### config.mk
export PLATFORM = sky130hd
export DESIGN_NAME = multicycle_sequencer
export DESIGN_NICKNAME = d
export VERILOG_FILES = /design/src/rtl/multicycle_sequencer_pkg.sv /design/src/rtl/multicycle_sequencer_phase_path_decode.sv /design/src/rtl/multicycle_sequencer.sv
export SDC_FILE = /design/constraint.sdc
export NUM_CORES = 1
export LEC_CHECK = 0
export BUFFER_PORTS_ARGS = -buffer_cell sky130_fd_sc_hd__buf_4
export CORE_ASPECT_RATIO = 0.75
export CORE_UTILIZATION = 38
export DETAILED_ROUTE_END_ITERATION = 8
export PLACE_DENSITY = 0.67
export SYNTH_ARGS = -nofsm -noshare
export SYNTH_HDL_FRONTEND = slang
export SYNTH_HIERARCHICAL = 1
export SYNTH_SLANG_ARGS = --single-unit
export TNS_END_PERCENT = 30
### constraint.sdc
create_clock -name clk -period 5.5 [get_ports clk]
set_input_delay 0.275 -clock clk [delete_from_list [all_inputs] [get_ports clk]]
set_output_delay 0.275 -clock clk [all_outputs]
set_load 0.03 [all_outputs]
### src/rtl/multicycle_sequencer_pkg.sv
// Shared MIPS encodings for the multi-cycle sequencer and the downstream decode LUT:
// opcodes, R-type functs, phase codes and ALU operation codes.
package mips_defs;

    localparam logic [5:0] OP_RTYPE = 6'b000000;
    localparam logic [5:0] OP_J     = 6'b000010;
    localparam logic [5:0] OP_JAL   = 6'b000011;
    localparam logic [5:0] OP_BEQ   = 6'b000100;
    localparam logic [5:0] OP_BNE   = 6'b000101;
    localparam logic [5:0] OP_ADDI  = 6'b001000;
    localparam logic [5:0] OP_XORI  = 6'b001110;
    localparam logic [5:0] OP_LW    = 6'b100011;
    localparam logic [5:0] OP_SW    = 6'b101011;

    localparam logic [5:0] FN_JR  = 6'b001000;
    localparam logic [5:0] FN_ADD = 6'b100000;
    localparam logic [5:0] FN_SUB = 6'b100010;
    localparam logic [5:0] FN_SLT = 6'b101010;

    typedef enum logic [2:0] {
        ST_ID   = 3'd0,
        ST_IF   = 3'd1,
        ST_EXEC = 3'd2,
        ST_MEM  = 3'd3,
        ST_WB   = 3'd4
    } state_t;

    typedef enum logic [2:0] {
        ALU_ADD  = 3'd0,
        ALU_SUB  = 3'd1,
        ALU_SLT  = 3'd2,
        ALU_XOR  = 3'd3,
        ALU_PASS = 3'd4
    } alu_op_t;

    // Which optional phases an instruction visits after ID.
    typedef struct packed {
        logic legal;
        logic has_exec;
        logic has_mem;
        logic has_wb;
    } path_t;

endpackage

### src/rtl/multicycle_sequencer_phase_path_decode.sv
// Combinational phase-path map: {opcode, funct, current phase} -> {next phase, last phase, illegal}.
// Stall gating is not applied here; the sequencer decides whether the phase actually advances.
module phase_path_decode
    import mips_defs::*;
(
    input  logic [5:0] opcode,
    input  logic [5:0] funct,
    input  state_t     cur_state,
    output state_t     next_state,
    output logic       last_phase,
    output logic       illegal
);

    path_t w_path;

    always_comb begin
        w_path = '{legal: 1'b0, has_exec: 1'b0, has_mem: 1'b0, has_wb: 1'b0};
        case (opcode)
            OP_LW, OP_BEQ, OP_BNE: w_path = '{legal: 1'b1, has_exec: 1'b1, has_mem: 1'b1, has_wb: 1'b1};
            OP_SW, OP_JAL:         w_path = '{legal: 1'b1, has_exec: 1'b1, has_mem: 1'b1, has_wb: 1'b0};
            OP_J:                  w_path = '{legal: 1'b1, has_exec: 1'b0, has_mem: 1'b0, has_wb: 1'b0};
            OP_ADDI, OP_XORI:      w_path = '{legal: 1'b1, has_exec: 1'b1, has_mem: 1'b0, has_wb: 1'b1};
            OP_RTYPE: begin
                case (funct)
                    FN_ADD, FN_SUB, FN_SLT: w_path = '{legal: 1'b1, has_exec: 1'b1, has_mem: 1'b0, has_wb: 1'b1};
                    FN_JR:                  w_path = '{legal: 1'b1, has_exec: 1'b1, has_mem: 1'b0, has_wb: 1'b0};
                    default:                w_path = '{legal: 1'b0, has_exec: 1'b0, has_mem: 1'b0, has_wb: 1'b0};
                endcase
            end
            default: w_path = '{legal: 1'b0, has_exec: 1'b0, has_mem: 1'b0, has_wb: 1'b0};
        endcase
    end

    // Each phase steps to the next phase its path uses, or finishes back in IF.
    always_comb begin
        next_state = ST_IF;
        last_phase = 1'b0;
        illegal    = 1'b0;
        case (cur_state)
            ST_IF: next_state = ST_ID;
            ST_ID: begin
                if (!w_path.legal)        illegal    = 1'b1;
                else if (w_path.has_exec) next_state = ST_EXEC;
                else                      last_phase = 1'b1;
            end
            ST_EXEC: begin
                if (w_path.has_mem)      next_state = ST_MEM;
                else if (w_path.has_wb)  next_state = ST_WB;
                else                     last_phase = 1'b1;
            end
            ST_MEM: begin
                if (w_path.has_wb) next_state = ST_WB;
                else               last_phase = 1'b1;
            end
            ST_WB:   last_phase = 1'b1;
            default: next_state = ST_IF;
        endcase
    end

endmodule

### src/rtl/multicycle_sequencer.sv
// Multi-cycle MIPS control sequencer: owns the IR, phase register, memory-wait stalls,
// sticky illegal flag and the retired-instruction counter.
module multicycle_sequencer
    import mips_defs::*;
#(
    parameter int         CNT_W          = 16,
    parameter logic [2:0] RESET_PC_STATE = 3'd1
) (
    input  logic             clk,
    input  logic             rst_n,
    input  logic             run,
    input  logic [31:0]      mem_rdata,
    input  logic             mem_wait,
    output logic [2:0]       state,
    output logic [31:0]      instr,
    output logic             instr_done,
    output logic             illegal,
    output logic [CNT_W-1:0] retired
);

    state_t           r_state;
    logic [31:0]      r_ir;
    logic             r_illegal;
    logic [CNT_W-1:0] r_retired;

    state_t w_state_next;
    state_t w_dec_next;
    logic   w_last_phase;
    logic   w_dec_illegal;
    logic   w_advance;

    phase_path_decode u_decode (
        .opcode     (r_ir[31:26]),
        .funct      (r_ir[5:0]),
        .cur_state  (r_state),
        .next_state (w_dec_next),
        .last_phase (w_last_phase),
        .illegal    (w_dec_illegal)
    );

    // Only IF and MEM talk to memory, so only they can be stalled.
    always_comb begin
        w_advance = 1'b1;
        case (r_state)
            ST_IF:   w_advance = run & ~mem_wait;
            ST_MEM:  w_advance = ~mem_wait;
            default: w_advance = 1'b1;
        endcase
        w_state_next = w_advance ? w_dec_next : r_state;
        instr_done   = w_advance & w_last_phase;
    end

    always_ff @(posedge clk) begin
        if (!rst_n) begin
            r_state   <= state_t'(RESET_PC_STATE);
            r_ir      <= '0;
            r_illegal <= 1'b0;
            r_retired <= '0;
        end else begin
            r_state <= w_state_next;
            if (r_state == ST_IF && w_advance)
                r_ir <= mem_rdata;
            if (w_dec_illegal)
                r_illegal <= 1'b1;
            if (instr_done)
                r_retired <= r_retired + CNT_W'(1);
        end
    end

    assign state   = r_state;
    assign instr   = r_ir;
    assign illegal = r_illegal;
    assign retired = r_retired;

endmodule

==> flow_summary_export.csv, run 1 <==
group,metric,value,unit
run_status,status,"finished clean",
routing,route.antenna.remaining_nets,0,
pwr,switching_share,0.2856,
logic_synthesis,postSynthAreaPerCell,7.995,sq um
setup_path,cp-end-kind,"register",
sta,timing.slew.headroom,0.2346,
pwr,switchingPower,0.0002116,W
pwr,p_leak,1.271,nW
routing,via_per_inst,5.029,
setup_path,cp_num_buf_inv,0,
setup_path,crit_required,5.75,ns
logic_synthesis,syn_inst,290,
routing,drt_iter0_drc,72,
global_routing,grt-ovfl-total,0,
global_routing,gr-max-usage-layer,"met2",
routing,drc,0,
sta,finalHoldViolations,0,
sta,setup-tns-final,0,ns
sta,max_freq,335.1,MHz
logic_synthesis,synth_fp_nets,327,
pwr,pwr-share-comb,0.164,
global_routing,grt_pass1_vias,2018,
clocking,cts_tree,"done",
placement,hpwl,4118,um
pwr,power_frac_seq,0.542,
setup_path,critPathMaxFanout,11,
setup_path,critPathKind,"register to register",
logic_synthesis,synth_ff_type,"dfxtp_1",
logic_synthesis,synth_edf_count,0,
routing,num_vias,2248,
global_routing,grt_pass1_wl,9625,um
floorplanning,core_area,5856,sq um
sta,worst_slew_pin_slew,1.148,ns
logic_synthesis,yosysTopAreaCell,"dfxtp_1",
global_routing,grt_max_degree,33,
logic_synthesis,ys_seq_area_frac,0.4490,
finish,finish.utilization,0.5293,
global_routing,track_usage,0.1882,
floorplanning,pin_count,89,
floorplanning,die_area,6421,sq um
setup_path,critPathTopFamily,"simple AND/OR/NAND/NOR gates",
sta,report.final.slew_viol_count,0,
finish,diodes,0,
floorplanning,die_x,92.20,um
logic_synthesis,ys_ff_latch,52,
logic_synthesis,ys_top_cells_by_area,"dfxtp_1 (45%), nand2_1 (11%), a21oi_1 (9.3%)",
sta,fin_skew,0.007072,ns
pwr,ir_worst_vdd,0.1237,mV
global_routing,met2_usage,0.2952,
routing,avgRoutedWirePerCell,13.11,um
setup_path,crit_chain,"and3b_1 -> nand3_1 -> o221ai_1 -> or3b_4 -> o41ai_2 -> and4_1 -> o21ai_1 -> or4_1 -> a21oi_1",
setup_path,critPathMaxStageDelay,0.56,ns
logic_synthesis,synth_cell_type_count,48,
clocking,htreeDepth,2,
global_routing,use_met1,0.2514,
pwr,clkPwrFrac,0.295,
global_routing,grtUsageMet3,0.04934,
pwr,p_per_area,239.1,nW/um^2
clocking,path_clk_slew,0.10,ns
logic_synthesis,syn_area,2318,sq um
logic_synthesis,synth_top_area_share,0.4490,
clocking,cts.sinks,52,
min_path,hold_path.class,"input port to register",
setup_path,cp_slowest_cell,"or4_1",
finish,syn_to_final_growth,33.67,%
clocking,ctsHoldBuffers,0,
run,cap_violations,0,
clocking,clk_latency,0.31,ns
pwr,power.internal,0.0005294,W
setup_path,cp-start-kind,"register",
finish,finalNetCount,405,
sta,period_minus_slack,2.984,ns
routing,wirelength,5861,um
clocking,cts_made_buffers,5,
floorplanning,die_h,69.65,um
setup_path,crit_arrival,3.23,ns
clocking,cts.path.max_buffers,2,
clocking,post_cts_resized,0,
sta,finalCritPeriodShare,0.5426,
placement,io_buffers,88,
clocking,cts_setup_buffers,0,
routing,first_pass_iters,4,
logic_synthesis,yosysWarnings,6,
finish,drive_above_1_share,0.2873,
floorplanning,start_util,0.3959,
sta,rsz0062_at_grt,"no",
clocking,cts_root_buffer,"clkbuf_8",
global_routing,antenna_found_initial,0,
floorplanning,num_rows,24,
logic_synthesis,synthArstFlopShare,0,
sta,setup_viol,0,
placement,gp_congestion,0.7992,
[kinds of logic after synthesis]
kind of cell	share of synthesized area
AND/OR/NAND/NOR	0.2904
AO/OA/AOI/OAI	0.1883
flip-flops	0.4490
buffers and inverters	0.04371
XOR/XNOR	0.01889
multiplexers	0.004317
adder cells (fa/ha/maj)	0.005396
[placed cells by master (no fill, tap or decap), types with 2 or more instances in the layout]
cell type | netlist | final
clkbuf_8 | 0 | 5
nand2_1 | 70 | 70
nor2_1 | 14 | 14
o221ai_1 | 2 | 2
o211ai_1 | 3 | 3
o31ai_1 | 7 | 7
nand3_1 | 6 | 6
nand2b_1 | 6 | 6
and4_1 | 3 | 3
o21a_1 | 2 | 2
clkinv_2 | 0 | 2
nor4b_1 | 2 | 2
or4_1 | 7 | 7
nor4_1 | 2 | 2
or3_1 | 4 | 4
buf_4 | 0 | 89
inv_1 | 6 | 6
a21oi_1 | 43 | 43
nor3_1 | 3 | 3
xor2_1 | 3 | 3
and3_1 | 3 | 3
xnor2_1 | 2 | 2
o21ai_0 | 5 | 5
dfxtp_1 | 52 | 52
nand4_1 | 5 | 5
[stage by stage]
step	power [W]	instances	setup WS [ns]	area, sq um	hold slack, ns
final	0.0007410	447	2.516	3099	0.1790
after detailed placement	0.0005315	439	2.506	3012	0.4468
after floorplan	0.0004806	290	2.663	2318	0.3582
after global routing	0.0007775	447	2.336	3099	0.1873
after CTS	0.0007503	447	2.514	3099	0.1705
after global placement	0.0005298	439	2.624	3012	0.4418
[sequential cells by signal, indices dropped and copies added, names as in the netlist]
name	count
illegal	1
instr	32
retired	16
state	3
[path summary, 6_finish.rpt]
kind,startpoint,endpoint,slack (ns),cells past startpoint
hold reg to reg,instr[23]$_SDFFE_PN0P_,instr[23]$_SDFFE_PN0P_,0.46,2
setup reg to reg,instr[28]$_SDFFE_PN0P_,retired[14]$_SDFFE_PN0P_,2.52,9
setup / recovery,instr[28]$_SDFFE_PN0P_,retired[14]$_SDFFE_PN0P_,2.52,9
hold / removal,rst_n,state[0]$_SDFFE_PN1P_,0.18,2
[layer usage]
layer / part of all wire / up-vias
met5: 0 / -
met4: 0.0099 / 0
met3: 0.053 / 6
met2: 0.45 / 60
met1: 0.49 / 1013
li1: - / 1169
[cells in the mapped netlist (4+ instances only)]
library cell and instances:
nand2b_1 6, or3_1 4, o21ai_0 5, inv_1 6, o31ai_1 7, dfxtp_1 52
nand2_1 70, nor2_1 14, or4_1 7, clkbuf_1 14, a21oi_1 43, nand3_1 6
nand4_1 5
[power groups by stage]
| stage | sequential, W | clock [W] | combinational, W |
|---|---|---|---|
| after global placement | 0.000409 | 0 | 0.000121 |
| after detailed placement | 0.000410 | 0 | 0.000122 |
| after global routing | 0.000404 | 0.000242 | 0.000132 |
| after CTS | 0.000401 | 0.000227 | 0.000122 |
| final | 0.000401 | 0.000218 | 0.000121 |
| after floorplan | 0.000433 | 0 | 0.0000475 |
[final cells by class]
class / instances / area [sq um]
fillers: 575 / 2756
multi-input cells: 214 / 1182
flip-flops and latches: 52 / 1041
repair buffers: 89 / 668.1
well taps: 78 / 97.59
clock buffers: 5 / 68.82
inverters: 6 / 22.52
clock inverters: 3 / 18.77
No activity file was read; power rests on OpenSTA's default activity.
==> run 2: changes to the inputs <==
Clock period 5.5 ns to 2.8 ns, I/O delays scaled along.
==> flow_summary_export.csv, run 2 (synthesis results as in run 1) <==
group,metric,value,unit
clocking,cts_tree,"done",
routing,num_vias,2323,
setup_path,cp-end-kind,"register",
min_path,hold_path.class,"input port to register",
sta,rsz0062_at_grt,"no",
pwr,p_leak,1.318,nW
global_routing,grt-ovfl-total,0,
clocking,ctsHoldBuffers,0,
pwr,power,0.001476,W
sta,timing.slew.headroom,0.5547,
pwr,p_per_area,459.7,nW/um^2
finish,finalNetCount,412,
routing,route.antenna.remaining_nets,0,
finish,final_cell_mix,"buf_4 (95), nand2_1 (70), dfxtp_1 (46)",
clocking,cts.sinks,52,
sta,max_freq,383.6,MHz
floorplanning,die_area,6421,sq um
floorplanning,core_area,5856,sq um
clocking,cts_made_buffers,5,
routing,via_per_inst,5.117,
clocking,path_clk_slew,0.09,ns
finish,largest_reg_flops,32,
finish,drive_above_1_share,0.3191,
routing,drt_iter0_drc,54,
placement,dp.cells,445,
setup_path,critPathTopFamily,"simple AND/OR/NAND/NOR gates",
finish,fin_cells,454,
sta,fin_skew,0.008060,ns
setup_path,cp-start-kind,"register",
floorplanning,num_rows,24,
routing,first_pass_iters,4,
run,cap_violations,0,
sta,setup-tns-final,0,ns
clocking,htreeDepth,2,
finish,syn_to_final_growth,38.48,%
routing,avgRoutedWirePerCell,13.07,um
finish,diodes,0,
routing,drc,0,
sta,fin_hold_ws,0.06156,ns
floorplanning,start_util,0.3959,
setup_path,cp_slowest_cell,"or3b_4",
placement,hpwl,4253,um
global_routing,track_usage,0.1978,
setup_path,crit_chain,"and2b_2 -> xnor2_2 -> o221ai_1 -> or3b_4 -> o41ai_4 -> and4_1 -> o21ai_2 -> buf_4 -> or3_1 -> a21oi_1",
setup_path,crit_arrival,2.84,ns
sta,report.final.slew_viol_count,0,
setup_path,critPathMaxFanout,7,
floorplanning,pin_count,89,
sta,period_minus_slack,2.607,ns
sta,setup_viol,0,
clocking,cts.path.max_buffers,2,
clocking,clk_latency,0.30,ns
setup_path,critPathKind,"register to register",
run_status,status,"finished clean",
pwr,ir_worst_vdd,0.2567,mV
clocking,cts_root_buffer,"clkbuf_8",
finish,layout_commonest_cell,"buf_4",
setup_path,cp_num_buf_inv,1,
sta,finalCritPeriodShare,0.9311,
floorplanning,die_h,69.65,um
sta,finalHoldViolations,0,
setup_path,critPathMaxStageDelay,0.44,ns
placement,gp_congestion,0.7763,
global_routing,grt_max_degree,33,
global_routing,antenna_found_initial,0,
placement,io_buffers,88,
global_routing,grt_pass1_vias,2323,
routing,wirelength,5933,um
floorplanning,die_x,92.20,um
global_routing,grt_pass1_wl,10400,um
sta,worst_slew_pin_slew,0.6672,ns
setup_path,crit_required,3.03,ns
run 2: changes by cell type in the layout (fill, tap and decap cells not counted), sizes merged:
cell / change
buf: +7
clkbuf: +3
clkinv: -3
run 2: final cells by class:
| class | instances | area (sq um) |
|---|---|---|
| flip-flops and latches | 52 | 1051 |
| multi-input cells | 214 | 1216 |
| well taps | 78 | 97.59 |
| inverters | 6 | 22.52 |
| fillers | 566 | 2645 |
| clock buffers | 8 | 90.09 |
| repair buffers | 96 | 733.2 |
run 2: power breakdown:
group	internal [W]	leakage, nW	switching [W]
Clock	0.000202	0.0455	0.000233
Combinational	0.000109	0.847	0.000143
Sequential	0.000765	0.425	0.0000239
run 2: path summary, 6_finish.rpt:
kind	from	slack [ns]	end	depth (start not counted)
max	instr[1]$_SDFFE_PN0P_	0.19	retired[8]$_SDFFE_PN0P_	10
min reg2reg	instr[15]$_SDFFE_PN0P_	0.46	instr[15]$_SDFFE_PN0P_	2
min	rst_n	0.06	state[0]$_SDFFE_PN1P_	2
max reg2reg	instr[1]$_SDFFE_PN0P_	0.19	retired[8]$_SDFFE_PN0P_	10
run 2: per-stage QoR:
stage	utilization	worst slack, ns	cell area (sq um)
6_report	0.5483	0.1928	3211
5_1_grt	0.5483	0.002937	3211
4_1_cts	0.5400	0.1006	3162
3_5_place_dp	0.5246	0.1283	3072
3_3_place_gp	0.5246	0.2303	3072
2_1_floorplan	-	0.003487	2321
run 2: repair_timing:
| action | 4_1_cts | 5_1_grt |
|---|---|---|
| endpoints found under the setup margin | 0 | 11 |
| gates resized for setup | 0 | 10 |
| setup buffers | 0 | 1 |
run 2: metal layers:
| metal | global-route usage | wire [um] |
|---|---|---|
| met4 | 0.04688 | 29 |
| met1 | 0.2512 | 2883 |
| met2 | 0.3367 | 2675 |
| met5 | 0 | 0 |
| met3 | 0.04934 | 345 |
==> run 3: changes to the inputs <==
Settings changed: CORE_ASPECT_RATIO 0.75 to 2.
==> flow_summary_export.csv, run 3 (synthesis results as in run 1) <==
group,metric,value,unit
run_status,status,"finished with violations",
run_status,failed_checks,"DRC",
clocking,cts.sinks,52,
sta,timing.slew.headroom,0.2611,
global_routing,track_usage,0.2006,
clocking,path_clk_slew,0.06,ns
global_routing,grt_max_degree,41,
routing,wirelength,6112,um
global_routing,grt-ovfl-total,0,
setup_path,crit_chain,"and2b_2 -> xnor2_1 -> o221ai_1 -> or3b_4 -> o41ai_4 -> and4_1 -> o21ai_1 -> or4_1 -> a21oi_1",
finish,finalNetCount,410,
setup_path,startpoint,"instr[1]$_SDFFE_PN0P_",
routing,avgRoutedWirePerCell,14.08,um
placement,hpwl,4390,um
setup_path,r2r_start,"instr[1]$_SDFFE_PN0P_",
setup_path,critPathTopFamily,"simple AND/OR/NAND/NOR gates",
floorplanning,die_area,6436,sq um
finish,syn_to_final_growth,37.24,%
global_routing,grt_pass1_wl,10010,um
routing,drc,3,
finish,drive_above_1_share,0.3056,
placement,dp_slack,0.1034,ns
pwr,ir_worst_vdd,0.3219,mV
sta,finalCritPeriodShare,0.9199,
sta,finalHoldViolations,0,
clocking,clk_latency,0.29,ns
sta,setup_viol,0,
floorplanning,core_area,5807,sq um
finish,layout_commonest_cell,"buf_4",
sta,rsz0062_at_grt,"no",
setup_path,cp-end-kind,"register",
sta,setup-tns-final,0,ns
finish,fillers,580,
setup_path,crit_required,3.02,ns
routing,drt_iter0_drc,112,
routing,first_pass_iters,6,
floorplanning,die_h,112.5,um
sta,worst_slack,0.2242,ns
floorplanning,die_x,57.23,um
routing,via_per_inst,5.329,
setup_path,cp-start-kind,"register",
clocking,cts_made_buffers,5,
sta,max_freq,388.2,MHz
placement,gp_congestion,0.8257,
placement,io_buffers,88,
floorplanning,pin_count,89,
setup_path,critPathMaxFanout,4,
finish,fin_area,3182,sq um
finish,largest_reg_flops,32,
placement,placed_cell_area,3030,sq um
clocking,cts.path.max_buffers,2,
min_path,hold_path.class,"input port to register",
clocking,cts_root_buffer,"clkbuf_16",
finish,diodes,0,
clocking,htreeDepth,2,
routing,num_vias,2313,
routing,route.antenna.remaining_nets,0,
setup_path,critPathKind,"register to register",
sta,period_minus_slack,2.576,ns
setup_path,cp_slowest_cell,"or4_1",
sta,worst_slew_pin_slew,1.108,ns
floorplanning,num_rows,39,
pwr,p_per_area,510.5,nW/um^2
pwr,power,0.001624,W
run,cap_violations,0,
setup_path,critPathMaxStageDelay,0.52,ns
clocking,cts_tree,"done",
sta,fin_skew,0.006382,ns
setup_path,crit_arrival,2.80,ns
global_routing,grt_pass1_vias,2191,
sta,report.final.slew_viol_count,0,
setup_path,cp_num_buf_inv,0,
floorplanning,start_util,0.3993,
min_path,min_from,"rst_n",
global_routing,antenna_found_initial,0,
finish,final_cell_mix,"buf_4 (94), nand2_1 (70), dfxtp_1 (48)",
pwr,p_leak,1.320,nW
==> run 3: what timing repair did <==
action                                  4_1_cts  5_1_grt
hold endpoints to repair                      0        0
resized for setup                             0        3
buffers inserted                              0        0
endpoints found under the setup margin        0       10
hold buffers                                  0        0
==> run 3: per-stage QoR <==
step,util,hold WS [ns],instances
2_1_floorplan,-,0.2232,290
3_3_place_gp,0.5219,0.3659,427
3_5_place_dp,0.5219,0.3788,427
4_1_cts,0.5456,0.07343,434
5_1_grt,0.5479,0.08076,434
6_report,0.5479,0.07735,434
==> run 3: power breakdown <==
group          internal [W]  leakage, nW  total [W]  switching, W
registers          0.000766        0.424   0.000789     0.0000229
clock network      0.000325       0.0657   0.000593      0.000268
logic              0.000103        0.830   0.000242      0.000140
total               0.00119         1.32    0.00162      0.000431
==> run 3: area by class of cell <==
class	count	area [sq um]	share of cell area
sequential	52	1046	0.3287
clock inverter	2	12.51	0.003932
multi-input combinational	214	1194	0.3751
timing repair buffer	94	705.7	0.2218
tap	61	76.32	0.02399
inverter	6	22.52	0.007078
clock buffer	5	125.1	0.03932
==> run 3: worst paths after layout <==
kind / end / slack (ns) / depth (start not counted)
setup / recovery: retired[14]$_SDFFE_PN0P_ / 0.22 / 9
hold / removal: state[0]$_SDFFE_PN1P_ / 0.08 / 2
setup reg to reg: retired[14]$_SDFFE_PN0P_ / 0.22 / 9
hold reg to reg: instr[18]$_SDFFE_PN0P_ / 0.45 / 2
==> run 3: per-layer routing <==
| layer | global-route usage | part of all wire |
|---|---|---|
| met5 | 0 | 0 |
| met4 | 0.1106 | 0.031 |
| met3 | 0.03687 | 0.037 |
| met2 | 0.3600 | 0.54 |
| met1 | 0.2135 | 0.39 |
